===== config.mk =====
export PLATFORM = sky130hd
export DESIGN_NAME = reg_dump
export DESIGN_NICKNAME = d
export VERILOG_FILES = /design/src/rtl/slc3_pkg.sv /design/src/rtl/reg_dump.sv
export SDC_FILE = /design/constraint.sdc
export NUM_CORES = 1
export LEC_CHECK = 0
export CAP_MARGIN = 40
export CORE_MARGIN = 3
export CORE_UTILIZATION = 39
export DETAILED_ROUTE_END_ITERATION = 7
export GPL_ROUTABILITY_DRIVEN = 0
export HOLD_SLACK_MARGIN = 0.1
export PLACE_DENSITY = 0.77
export SLEW_MARGIN = 20
export SYNTH_ARGS = -nofsm -noshare
export SYNTH_HDL_FRONTEND = slang
export SYNTH_SLANG_ARGS = --single-unit

===== constraint.sdc =====
create_clock -name CLK -period 1.8 [get_ports CLK]
set_input_delay 0.27 -clock CLK [delete_from_list [all_inputs] [get_ports CLK]]
set_output_delay 0.27 -clock CLK [all_outputs]
set_load 0.01 [all_outputs]

===== src/rtl/slc3_pkg.sv =====
// Shared types and constants for the SLC-3 register-dump slice.
//
// Contents:
//   REG_IDX_W    - width of a register-file index (8 registers).
//   WORD_W       - width of a register-file word.
//   dump_state_t - state encoding of the register dump sequencer.
package slc3_pkg;

  localparam int REG_IDX_W = 3;
  localparam int WORD_W    = 16;

  typedef enum logic [1:0] {
    ST_IDLE   = 2'd0,
    ST_SELECT = 2'd1,
    ST_SEND   = 2'd2,
    ST_DONE   = 2'd3
  } dump_state_t;

endpackage


===== src/rtl/reg_dump.sv =====
// reg_dump: walks register-file indices START_IDX..END_IDX through the SR1
// read port and streams each (index, contents) pair out as a valid/ready beat.
//
// Ports:
//   CLK         clock, all state updates on its rising edge
//   Reset       synchronous, active-high reset
//   Start       one-cycle dump request, only looked at while idle
//   Abort       stops a dump in progress, ignored while idle
//   SR_SEL      register index driven to the register file SR1 select
//   SR_DATA     register file SR1 output (combinational in SR_SEL)
//   Dump_Valid  beat on Dump_Index/Dump_Data is valid
//   Dump_Ready  downstream takes the beat when high with Dump_Valid
//   Dump_Index  register number of the current beat
//   Dump_Data   captured register contents of the current beat
//   Busy        high whenever a dump is in progress (any state but IDLE)
//   Done        one-cycle pulse after the last beat is accepted
//   dbg_state   current sequencer state, for observation only
//
// Handshake: a beat transfers on a rising edge where Dump_Valid and Dump_Ready
// are both high. Once Dump_Valid rises, Dump_Index/Dump_Data hold steady
// until that transfer; Dump_Valid never drops without a transfer except on
// Abort or Reset, which discard the beat.
module reg_dump
  import slc3_pkg::*;
#(
  parameter logic [REG_IDX_W-1:0] START_IDX = 3'd0,
  parameter logic [REG_IDX_W-1:0] END_IDX   = 3'd7
) (
  input  logic                 CLK,
  input  logic                 Reset,
  input  logic                 Start,
  input  logic                 Abort,
  output logic [REG_IDX_W-1:0] SR_SEL,
  input  logic [WORD_W-1:0]    SR_DATA,
  output logic                 Dump_Valid,
  input  logic                 Dump_Ready,
  output logic [REG_IDX_W-1:0] Dump_Index,
  output logic [WORD_W-1:0]    Dump_Data,
  output logic                 Busy,
  output logic                 Done,
  output dump_state_t          dbg_state
);

  // A reversed range would make the walk run past END_IDX and wrap.
  if (START_IDX > END_IDX) begin : g_bad_range
    $error("reg_dump: START_IDX must not exceed END_IDX");
  end

  dump_state_t          state_q,  state_nxt;
  logic [REG_IDX_W-1:0] idx_q,    idx_nxt;
  logic [REG_IDX_W-1:0] sr_sel_q, sr_sel_nxt;
  logic [REG_IDX_W-1:0] index_q,  index_nxt;
  logic [WORD_W-1:0]    data_q,   data_nxt;

  // State and datapath registers.
  always_ff @(posedge CLK) begin
    if (Reset) begin
      state_q  <= ST_IDLE;
      idx_q    <= '0;
      sr_sel_q <= '0;
      index_q  <= '0;
      data_q   <= '0;
    end else begin
      state_q  <= state_nxt;
      idx_q    <= idx_nxt;
      sr_sel_q <= sr_sel_nxt;
      index_q  <= index_nxt;
      data_q   <= data_nxt;
    end
  end

  // Next-state and datapath update.
  always_comb begin
    state_nxt  = state_q;
    idx_nxt    = idx_q;
    sr_sel_nxt = sr_sel_q;
    index_nxt  = index_q;
    data_nxt   = data_q;

    unique case (state_q)
      ST_IDLE: begin
        if (Start) begin
          idx_nxt    = START_IDX;
          sr_sel_nxt = START_IDX;
          state_nxt  = ST_SELECT;
        end
      end

      // SR_SEL has been stable on idx for this whole cycle, so SR_DATA is
      // settled; snapshot it so later register writes cannot disturb the beat.
      ST_SELECT: begin
        data_nxt  = SR_DATA;
        index_nxt = idx_q;
        state_nxt = ST_SEND;
      end

      ST_SEND: begin
        if (Dump_Ready) begin
          // Compare before incrementing so END_IDX = 7 never wraps to 0.
          if (idx_q == END_IDX) begin
            state_nxt = ST_DONE;
          end else begin
            idx_nxt    = idx_q + 3'd1;
            sr_sel_nxt = idx_q + 3'd1;
            state_nxt  = ST_SELECT;
          end
        end
      end

      ST_DONE: begin
        state_nxt = ST_IDLE;
      end

      default: begin
        state_nxt = ST_IDLE;
      end
    endcase

    // Abort takes priority over an accept in the same cycle: the sequence
    // stops where it is and the pending beat is discarded.
    if (Abort && (state_q != ST_IDLE)) begin
      state_nxt  = ST_IDLE;
      idx_nxt    = idx_q;
      sr_sel_nxt = sr_sel_q;
      index_nxt  = index_q;
      data_nxt   = data_q;
    end
  end

  // Outputs come straight from registers or from the state decode.
  assign SR_SEL     = sr_sel_q;
  assign Dump_Index = index_q;
  assign Dump_Data  = data_q;
  assign Dump_Valid = (state_q == ST_SEND);
  assign Busy       = (state_q != ST_IDLE);
  assign Done       = (state_q == ST_DONE);
  assign dbg_state  = state_q;

endmodule


; ---- Yosys cells after proc, flatten, opt, wreduce, memory -nomap -nowiden
; Cells that the tools add are included.
[totals]
register_bits = 24
latch_bits = 0
mem_bits_rw = 0
mem_bits_ro = 0
in_bits = 21
out_inout_bits = 27
n_memories = 0
[classes]
n_addsub = 1
mul = 0
div_mod_pow = 0
order_cmp = 0
eq_ne = 7
shifts = 0
n_mux = 8
bitwise_logic = 1
n_reduce_logical = 8
[ops]
columns = cell, count
row1 = $mux W3, 3
row2 = $pmux W2 S4, 1
row3 = $mux W2, 3
row4 = $pmux W3 S2, 1
row5 = $reduce_and A5 Y1, 1
row6 = $eq A2 B2 Y1 const B, 2
row7 = $ne A2 B2 Y1 const B, 2
row8 = $reduce_and A2 Y1, 2
row9 = $reduce_bool A2 Y1, 2
row10 = $add A3 B1 Y3 const B, 1
row11 = $eq A3 B3 Y1 const B, 1
row12 = $eq A2 B1 Y1 const B, 1
row13 = $logic_not A2 Y1, 1
row14 = $ne A2 B1 Y1 const B, 1
row15 = $reduce_or A2 Y1, 1
row16 = $logic_and A1 B1 Y1, 1
row17 = $not A1 Y1, 1

; ---- Depth between registers and ports, before layout
; Gate-level depths: netlist (run 1).
[logic_depth]
ltp_word = 4
ltp_mapped = 6

; ---- Worst setup path after synthesis (run 1)
; No wires, ideal clock.
[synth_timing]
path_kind = register to register
start = register SR_SEL[0] (netlist name)
end = register sr_sel_q[0] (netlist: SR_SEL[0])
arrival_ns = 1.431
t_required_ns = 1.726
path_slack_ns = 0.295
stages_incl_launch_ff = 6
n_path_buf = 0
period_less_slack_ns = 1.505
cell_sequence = dfxtp_1 -> ha_1 -> ha_1 -> nand4bb_1 -> or3_1 -> a31oi_1
[synth_rtl]
columns = element, line
row1 = end signal: assignment, reg_dump.sv:66  ; sr_sel_q <= sr_sel_nxt;
row2 = end: declaration, reg_dump.sv:51  ; logic [REG_IDX_W-1:0] sr_sel_q, sr_sel_nxt;

; ---- Worst setup path in the final report (run 1)
[layout_timing]
start = register state_q[1] (netlist: dbg_state[1])
end = output Done
[layout_via]
elab_chain_cells = 1
[layout_lines]
columns = element, line
row1 = start: declaration, reg_dump.sv:49  ; dump_state_t state_q, state_nxt;
row2 = start signal: assignment, reg_dump.sv:64  ; state_q <= state_nxt;
row3 = $eq A2 B2 Y1, reg_dump.sv:136  ; assign Done = (state_q == ST_DONE);
row4 = end: declaration, reg_dump.sv:40  ; output logic Done,
; No other way between the ends.

==> results of run 1 <==
[tightest hold or removal path: stages, from the launching register on]
cell	delay, ns
dfxtp_1	0.33
nand2_1	0.05
a21oi_1	0.05
[how the worst min path moves through the flow]
stage,start,to
4_1_cts,Dump_Data[13],Dump_Data[13]
5_1_grt,SR_DATA[0],Dump_Data[0]
6_report,Dump_Data[13],Dump_Data[13]
3_3_place_gp,Dump_Data[15],Dump_Data[15]
2_1_floorplan,Reset,SR_SEL[0]
3_5_place_dp,Dump_Data[13],Dump_Data[13]
[what timing repair did]
action / CTS / global route
gates resized for setup: 3 / 3
setup endpoints to repair: 3 / 3
hold buffers: 0 / 0
[logic make-up (layout without fill, tap and decap cells)]
| logic type | count (synthesis) | count (layout) | share of synthesized area (%) |
|---|---|---|---|
| simple gates | 58 | 58 | 29.0 |
| compound gates | 25 | 25 | 13.5 |
| flops | 24 | 24 | 48.5 |
| buf+inv | 8 | 57 | 6.44 |
| fa+ha+maj | 2 | 2 | 2.52 |
[per-layer routing]
layer	vias to the layer above	GRT usage [%]	wire length, µm
met2	29	24.7	1080
met5	-	0	0
met1	410	19.0	1020
met3	2	3.91	160
met4	0	4.07	12
li1	485	-	-
[cell usage in the layout, fill, tap and decap left out, types with 2 or more instances in the layout]
cell type / count
nand3_1: 2
buf_4: 5
nand2_1: 40
clkdlybuf4s50_1: 45
dfxtp_4: 2
a21oi_1: 20
nand2b_1: 2
clkbuf_4: 3
dlymetal6s2s_1: 2
a31oi_1: 3
ha_1: 2
nand3b_1: 3
dfxtp_1: 22
[power groups by stage]
stage / clock, mW / combinational (mW) / sequential [mW]
2_1_floorplan: 0 / 0.0516 / 0.570
3_3_place_gp: 0 / 0.135 / 0.568
3_5_place_dp: 0 / 0.137 / 0.569
4_1_cts: 0.281 / 0.138 / 0.556
5_1_grt: 0.311 / 0.147 / 0.558
6_report: 0.270 / 0.135 / 0.555
[cell type report]
class,instances,area (µm²)
clock buffer,4,36.3
fill,210,796
inverter,1,3.75
multi-input combinational,85,447
sequential,24,488
tap,28,35.0
timing repair buffer,52,513
[state kept, by name, indices dropped and copies added, names as in the netlist]
signal	cells
Dump_Index	3
dbg_state	2
Dump_Data	16
SR_SEL	3
[per-stage QoR]
| stage | cells | util (%) | setup slack, ns | total power, mW | area (µm²) |
|---|---|---|---|---|---|
| 2_1_floorplan | 117 | - | 0.295 | 0.622 | 991 |
| 3_3_place_gp | 190 | 63.6 | 0.176 | 0.703 | 1470 |
| 3_5_place_dp | 190 | 63.6 | 0.128 | 0.706 | 1470 |
| 4_1_cts | 194 | 65.4 | 0.0186 | 0.975 | 1520 |
| 5_1_grt | 194 | 65.7 | 0.0538 | 1.02 | 1520 |
| 6_report | 194 | 65.7 | 0.132 | 0.961 | 1520 |
==> flow_summary_export.csv, run 1 <==
group,metric,value,unit
setup_path,cp_max_fo,12,
floorplan,initial_core_util,42.7,%
synthesis,synth_warnings,0,
setup_path,crit_end,"Done",
route,dr.pass1.iters,3,
placement,io_buffer_count,47,
cells_and_area,layout-drive-gt1-share,8.43,%
sta,min_period_over_period,92.7,%
setup_path,reg2reg_from,"SR_SEL[1]",
clocking,cts_tree,"done",
synthesis,async_flop_share,0,%
setup_path,r2r_slack,0.24,ns
floorplan,ios,48,
setup_path,start_kind,"register",
clocking,clock_latency,0.30,ns
route,num_vias,926,
setup_path,crit_path_top_delay_cell,"clkdlybuf4s50_1",
route,wl_per_cell,11.7,µm
sta,tns,0,ns
setup_path,rr_worst_depth,5,
setup_path,crit_type,"register to primary output",
setup_path,worstPathCellList,"and2_1 -> clkdlybuf4s50_1",
setup_path,worstReg2RegEnd,"SR_SEL[0]",
power_and_ir_drop,seq_power_share,57.8,%
setup_path,cp_top_family,"buffers and inverters",
global_routing,grt_max_degree,25,
synthesis,synth.largest_area_cell,"dfxtp_1",
min_path,min_path_cells,2,
global_routing,grtUsageTotal,14.9,%
clocking,clock_path_buffers,2,
global_routing,grt_pass1_vias,859,
sta,holdWs,0.464,ns
global_routing,antenna_found_initial,0,
synthesis,synth_seq_cells,24,
synthesis,yosys_most_used_dff,"dfxtp_1",
synthesis,ys_seq_area_share,48.5,%
setup_path,cp.arrival,1.40,ns
sta,relSlewSlack,77.4,%
sta,hold_viol_final,0,
power_and_ir_drop,ir_drop,0.000382,V
setup_path,cp.depth,2,
sta,fin_skew,0.00364,ns
power_and_ir_drop,p_per_area,631,mW/mm²
clocking,cts-root-buf,"clkbuf_4",
synthesis,synth_area_per_cell,8.47,µm²
placement,dp_hpwl,1.70,mm
sta,fin_crit,1.67,ns
power_and_ir_drop,internal_power,0.750,mW
synthesis,yosysMostFrequentCell,"nand2_1",
flow_run,drv_cap,0,
setup_path,path_buf_inv,1,
power_and_ir_drop,p_sw,0.211,mW
route,drt_first_iter_violations,10,
clocking,numCtsBuffers,3,
cells_and_area,syn2layout_area_growth,53.7,%
power_and_ir_drop,clock_power_share,28.1,%
clocking,cts_setup_buffers,0,
synthesis,syn_inst,117,
status,outcome,"finished, final reports clean",
power_and_ir_drop,netSwitchingFraction,21.9,%
floorplan,die_w,56.4,µm
clocking,cts.sinks,24,
synthesis,synth_cell_types,25,
synthesis,netlist_area,991,µm²
sta,finalSetupViolations,0,
global_routing,grt_pass1_wl,3.88,mm
setup_path,crit_required,1.53,ns
clocking,clk_pin_slew,0.12,ns
clocking,h-tree-depth,1,
setup_path,crit_start,"dbg_state[1]",
power_and_ir_drop,p_leak,0.563,nW
synthesis,synth_top_cells_by_count,"nand2_1 (40), dfxtp_1 (24), a21oi_1 (20)",
route,final_antenna_net_count,0,
sta,rsz0062_at_grt,"false",
cells_and_area,antenna_cells,0,
floorplan,rows,17,
cells_and_area,fin_nets,190,
setup_path,critPathMaxStageDelay,0.53,ns
route,remaining_drc_errors,0,
synthesis,yosys.area.top_type_share,48.5,%
global_routing,overflow,0,
route,via_per_inst,4.77,
setup_path,endpoint_kind,"primary output",
floorplan,dieArea,0.00318,mm²
synthesis,synth_edf_count,0,
synthesis,ys_top_cells_by_area,"dfxtp_1 (48%), nand2_1 (15%), a21oi_1 (10%)",
sta,tightest_slew,0.335,ns
floorplan,die_h,56.4,µm
synthesis,syn_nets,140,
floorplan,coreArea,0.00232,mm²
min_path,hold_path.class,"register to register",
sta,max_freq,599,MHz
sta,final-max-slew-violation-count,0,
power_and_ir_drop,combinationalPowerShare,14.1,%
route,wirelength,2.27,mm
Power figures use the tool's default switching activity.
==> inputs of run 2 (changes only) <==
--- a/config.mk
+++ b/config.mk
@@ -10,8 +10,7 @@
 export CORE_UTILIZATION = 39
 export DETAILED_ROUTE_END_ITERATION = 7
 export GPL_ROUTABILITY_DRIVEN = 0
-export HOLD_SLACK_MARGIN = 0.1
-export PLACE_DENSITY = 0.77
+export PLACE_DENSITY = 0.84
 export SLEW_MARGIN = 20
 export SYNTH_ARGS = -nofsm -noshare
 export SYNTH_HDL_FRONTEND = slang
==> run 2 against run 1 <==
Effect of this change: final area rose by 0.16%; power rose by 0.17%; count of clock-buffer cells in the layout did not move; cell count rose by 0.52%; non-clock buffer count grew 1; die area did not move.
==> flow_summary_export.csv, run 2 (synthesis results as in run 1) <==
group,metric,value,unit
status,outcome,"finished, final reports clean",
sta,fin_skew,0.0105,ns
setup_path,crit_type,"register to primary output",
setup_path,cp_top_family,"buffers and inverters",
flow_run,drv_cap,0,
min_path,hold_path.class,"register to register",
route,wirelength,2.49,mm
setup_path,cp_max_fo,14,
power_and_ir_drop,ir_drop,0.000394,V
clocking,clock_latency,0.30,ns
route,num_vias,971,
clocking,cts.sinks,24,
sta,final-max-slew-violation-count,0,
sta,tightest_slew,0.353,ns
clocking,cts-root-buf,"clkbuf_4",
floorplan,ios,48,
sta,tns,0,ns
setup_path,worstReg2RegEnd,"SR_SEL[0]",
clocking,h-tree-depth,1,
route,final_antenna_net_count,0,
global_routing,grt_max_degree,25,
route,dr.pass1.iters,4,
setup_path,crit_start,"dbg_state[0]",
placement,dp_cells,191,
floorplan,coreArea,0.00232,mm²
cells_and_area,antenna_cells,0,
cells_and_area,layout_commonest_cell,"clkdlybuf4s50_1",
sta,relSlewSlack,76.1,%
global_routing,grt_pass1_vias,921,
placement,io_buffer_count,47,
placement,place_area,0.00148,mm²
sta,rsz0062_at_grt,"false",
setup_path,reg2reg_from,"SR_SEL[1]",
setup_path,start_kind,"register",
power_and_ir_drop,total_power,0.963,mW
floorplan,rows,17,
sta,max_freq,588,MHz
sta,hold_viol_final,0,
global_routing,grt_pass1_wl,4.08,mm
route,remaining_drc_errors,0,
clocking,clk_pin_slew,0.13,ns
clocking,cts_tree,"done",
setup_path,endpoint_kind,"primary output",
cells_and_area,layoutNonFillerInstCount,195,
sta,finalSetupViolations,0,
sta,fin_crit,1.70,ns
cells_and_area,final_area,0.00153,mm²
floorplan,initial_core_util,42.7,%
global_routing,antenna_found_initial,0,
global_routing,overflow,0,
power_and_ir_drop,p_leak,0.552,nW
setup_path,r2r_slack,0.18,ns
setup_path,critPathMaxStageDelay,0.56,ns
setup_path,rr_worst_depth,5,
min_path,min_path_cells,2,
cells_and_area,fin_nets,191,
floorplan,dieArea,0.00318,mm²
clocking,numCtsBuffers,3,
cells_and_area,layout-drive-gt1-share,8.98,%
setup_path,crit_required,1.53,ns
sta,min_period_over_period,94.4,%
global_routing,grtUsageTotal,15.8,%
cells_and_area,largest_reg_flops,16,
sta,holdWs,0.464,ns
cells_and_area,most-common-layout-cells,"clkdlybuf4s50_1 (46), nand2_1 (40), dfxtp_1 (22), a21oi_1 (20), buf_4 (6)",
route,wl_per_cell,12.8,µm
route,via_per_inst,4.98,
floorplan,die_h,56.4,µm
setup_path,cp.arrival,1.43,ns
setup_path,worstPathCellList,"nor2b_1 -> clkdlybuf4s50_1",
route,drt_first_iter_violations,22,
floorplan,die_w,56.4,µm
setup_path,path_buf_inv,1,
min_path,hp-start,"Dump_Data[3]",
clocking,cts_setup_buffers,0,
min_path,holdPathEnd,"Dump_Data[3]",
clocking,clock_path_buffers,2,
setup_path,crit_path_top_delay_cell,"clkdlybuf4s50_1",
cells_and_area,fillCellCount,210,
placement,dp_hpwl,1.91,mm
cells_and_area,syn2layout_area_growth,53.9,%
power_and_ir_drop,p_per_area,631,mW/mm²
run 2: cell count changes in the layout (fill, tap and decap cells not counted):
cell	before	now
buf_4	5	6
dfxtp_2	0	1
dlymetal6s2s_1	2	1
clkdlybuf4s50_1	45	46
dfxtp_4	2	1
run 2: report_power, final:
part	internal, mW	total [mW]	switching [mW]
clock	0.123	0.267	0.144
combinational	0.0858	0.141	0.0548
sequential	0.544	0.555	0.0110
run 2: per-layer routing:
metal	up-vias	track usage, %	routed length [µm]
met3	4	4.37	208
met5	-	0	0
met4	0	6.10	37
met2	43	27.7	1230
met1	435	18.1	1010
li1	489	-	-
run 2: worst max-delay path by stage:
stage                          to  depth (start not counted)  slack [ns]
floorplan               SR_SEL[0]                          5        0.30
global placement    Dump_Index[1]                          5        0.17
detailed placement   Dump_Data[0]                          5         0.1
CTS                          Busy                          2        0.02
global route           Dump_Valid                          2        0.03
finish                 Dump_Valid                          2         0.1
run 2: per-stage QoR:
stage	util (%)	setup WS, ns
2_1_floorplan	-	0.295
3_3_place_gp	63.9	0.173
3_5_place_dp	63.9	0.0961
4_1_cts	65.5	0.0153
5_1_grt	65.8	0.0261
6_report	65.8	0.0999
run 2: worst register-to-register path, stage by stage (launching register included):
cell       delay (ns)
dfxtp_1          0.38
ha_1             0.20
ha_1             0.21
nand4bb_1        0.27
or3_1            0.35
a31oi_1          0.16
run 2: cell type report:
cell class              count  area, µm²  share of cell area, %
multi-input cells          85        447                   29.3
flip-flops and latches     24        485                   31.8
clock buffers               4       36.3                   2.38
well taps                  28       35.0                   2.30
repair buffers             53        518                   34.0
inverters                   1       3.75                  0.246
run 2: repair_timing:
action	in CTS	in global routing
endpoints found under the setup margin	2	3
hold buffers	0	0
resized for setup	1	3
==> variant 1 (flow settings as in run 2) <==
Set the package constant `REG_IDX_W` to 4 (it was 3).
--- a/src/rtl/slc3_pkg.sv
+++ b/src/rtl/slc3_pkg.sv
@@ -6,7 +6,7 @@
 //   dump_state_t - state encoding of the register dump sequencer.
 package slc3_pkg;
 
-  localparam int REG_IDX_W = 3;
+  localparam int REG_IDX_W = 4;
   localparam int WORD_W    = 16;
 
   typedef enum logic [1:0] {
Interface: changed (resized Dump_Index and SR_SEL); port bits go from 48 to 50. No check against the original RTL was run, so the function may have changed too.
==> variant 1 against run 2 <==
  * Setup slack got worse by 0.044 ns
  * Cell area rose by 2.5%
  * Sequential cell count rose by 2
  * Cell count increased by 4.6%
  * Global-route usage is 0.94 points higher
  * Clock skew barely moved
  * Total power grew 1.1%
  * Routed wire length increased by 5.5%
  * Synthesized area increased by 3.3%
  * Critical path depth stayed put
  * Worst hold slack lost 0.0049 ns
  * Critical path type unchanged
==> variant 1: results <==
[power_and_ir_drop]
power_frac_comb = 0.148
p_int_uw = 752
p_leak_nw = 0.540
peakVddDrop_v = 0.000466

[setup_path]
r2r_end = "SR_SEL[3]$_SDFFE_PP0P_"
cp_slowest_stage_delay_ns = 0.49
arrival_ns = 1.47
critPathMaxFanout = 7
timing.rr.start = "SR_SEL[0]$_SDFFE_PP0P_"

[placement]
post-place-ws_ns = 0.0965
dpl.hpwl_mm = 1.98

[sta]
relSlewSlack = 0.790
fin_crit_sh = 0.969
finClkSkew_ns = 0.0101

[drt]
met2_length_mm = 1.24
dr.first_iter.drc_count = 18
wl_per_cell_um = 12.9
met3_length_um = 210

[yosys]
yosysSeqAreaShare = 0.509
synth.distinct_cells = 26
synth_area_per_cell_um2 = 8.00
synth_commonest_cells = "nand2_1 (43), dfxtp_1 (26), a21oi_1 (24)"
synth_area_leaders = "dfxtp_1 (51%), nand2_1 (16%), a21oi_1 (12%), buf_2 (2.0%), nand2b_1 (1.8%)"
syn-num-nets = 150

[global_routing]
grtUsageTotal = 0.168
grt_pass1_vias = 1000
use_met3 = 0.0362
use_met1 = 0.214
met2_usage = 0.284

[worst_hold_path]
min_to = "Dump_Data[2]$_SDFFE_PP0P_"
hp-start = "Dump_Data[2]$_SDFFE_PP0P_"

[final_layout]
fin_cells = 204
drive_gt1_frac = 0.0625
fillers = 204

[run_status]
status = "completed"
-- variant 1: cell count changes in the layout (fill, tap and decap cells not counted), sizes merged, moves of 3 or more --
cell and delta:
a21oi +4, clkdlybuf4s50 +3, nor2 +3, o21ai +3
a31oi -3
-- variant 1: timing repair --
action / in CTS / in global routing
endpoints found under the setup margin: 0 / 3
hold buffers: 0 / 0
gates resized for setup: 0 / 1
buffers inserted: 0 / 0
-- variant 1: cells by family after synthesis --
kind of cell / Yosys count / synth area share
AOI/OAI and AO/OA: 28 / 0.141
adders and majority gates: 1 / 0.0122
buffers and inverters: 9 / 0.0416
DFF: 26 / 0.509
and+or+nand+nor: 64 / 0.297
-- variant 1: cell type report --
| class | instances | area, um^2 | area share |
|---|---|---|---|
| clock buffer | 3 | 22.5 | 0.0144 |
| inverter | 1 | 3.75 | 0.00240 |
| multi-input combinational | 93 | 460 | 0.294 |
| sequential | 26 | 522 | 0.334 |
| tap | 28 | 35.0 | 0.0224 |
| timing repair buffer | 53 | 520 | 0.333 |
==> variant 2 (flow settings as in run 2) <==
Made on the original files. Register the output `dbg_state` once more, without a reset; this adds one clock of latency there. The other outputs are not delayed to match.
--- a/src/rtl/reg_dump.sv
+++ b/src/rtl/reg_dump.sv
@@ -134,7 +134,9 @@
   assign Dump_Valid = (state_q == ST_SEND);
   assign Busy       = (state_q != ST_IDLE);
   assign Done       = (state_q == ST_DONE);
-  assign dbg_state  = state_q;
+  always_ff @(posedge CLK) begin
+    dbg_state <= state_q;
+  end
 
 endmodule
 
Function: changed (Yosys sat finds a counterexample within 4 cycles, from zero or initial values and one cycle with Reset high).
==> variant 2 against run 2 <==
  * Cell area up 2.2%
  * Sequential cell count up 2
  * Synthesized cell count up 1.7%
  * Setup slack better by 0.011 ns
  * Via count up 0.10%
  * Clock power up 7%
  * Total power up 6.4%
  * Synthesized area up 4.5%
  * Critical path depth unchanged
  * Routed wire length down 3.4%
  * Critical path type unchanged
  * Largest cell class is now registers
==> variant 2: results <==
[placement]
dpl.hpwl_mm = 1.84
post-place-ws_ns = 0.116
place_area_mm2 = 0.00151
io_buffers = 47

[power_and_ir_drop]
pg_clk_uw = 285
peakVddDrop_v = 0.000349
seq_power_uw = 602
p_int_uw = 798
p_leak_nw = 0.576
pwr-share-seq = 0.587

[drt]
met3_length_um = 122
wl_per_cell_um = 12.2
vias = 972
dr.first_iter.drc_count = 19
met2_length_mm = 1.32
routedLengthMet1_um = 933

[global_routing]
grtUsageTotal = 0.154
grt_max_degree = 25
grt_first_pass_wirelength_mm = 3.98
met2_usage = 0.294
use_met3 = 0.0339
grt_pass1_vias = 928
use_met1 = 0.153

[yosys]
synth_compound_area_frac = 0.129
syn_inst = 119
syn-num-nets = 142
synth_area_leaders = "dfxtp_1 (50%), nand2_1 (14%), a21oi_1 (9.7%), buf_6 (3.3%), ha_1 (2.4%)"
synth_commonest_cells = "nand2_1 (38), dfxtp_1 (26), a21oi_1 (20)"
yosysSeqAreaShare = 0.502
synth_fa_ha_area_frac = 0.0242

[sta]
finClkSkew_ns = 0.00371
holdWs_ns = 0.456
relSlewSlack = 0.750
layout_setup_ws_ns = 0.111

[cts]
numCtsBuffers = 3
cts_setup_buffers = 0
clockBufferDepth = 2

[final_layout]
largest_register_ffs = 16
fin_cells = 197
n_antenna_cell = 0
drive_gt1_frac = 0.0838

[run_status]
status = "completed"

[setup_path]
cp_top_family = "buffers and inverters"
cp_slowest_stage_delay_ns = 0.53
timing.rr.start = "SR_SEL[0]$_SDFFE_PP0P_"
rr_worst_depth = 5

[worst_hold_path]
min_to = "dbg_state[0]$_DFF_P_"
hp-start = "state_q[0]$_SDFFE_PP0P_"
whs_path_depth = 0
[variant 2: cell count changes after synthesis, sizes merged]
cell          run 2  this run
dfxtp            24        26
[variant 2: worst max-delay path by stage]
stage / end / startpoint / cells after the start / slack, ns
floorplan: SR_SEL[0]$_SDFFE_PP0P_ / SR_SEL[0]$_SDFFE_PP0P_ / 5 / 0.30
global placement: SR_SEL[0]$_SDFFE_PP0P_ / Abort / 4 / 0.16
detailed placement: SR_SEL[0]$_SDFFE_PP0P_ / Abort / 4 / 0.12
CTS: Busy / state_q[0]$_SDFFE_PP0P_ / 2 / 0.005
global route: Done / state_q[0]$_SDFFE_PP0P_ / 2 / 0.02
finish: Done / state_q[0]$_SDFFE_PP0P_ / 2 / 0.11
[variant 2: area by class of cell]
type / instances / area [um^2]
clock buffers: 4 / 36.3
inverters: 1 / 3.75
fillers: 235 / 941
well taps: 30 / 37.5
multi-input cells: 85 / 452
flip-flops and latches: 26 / 524
repair buffers: 51 / 505
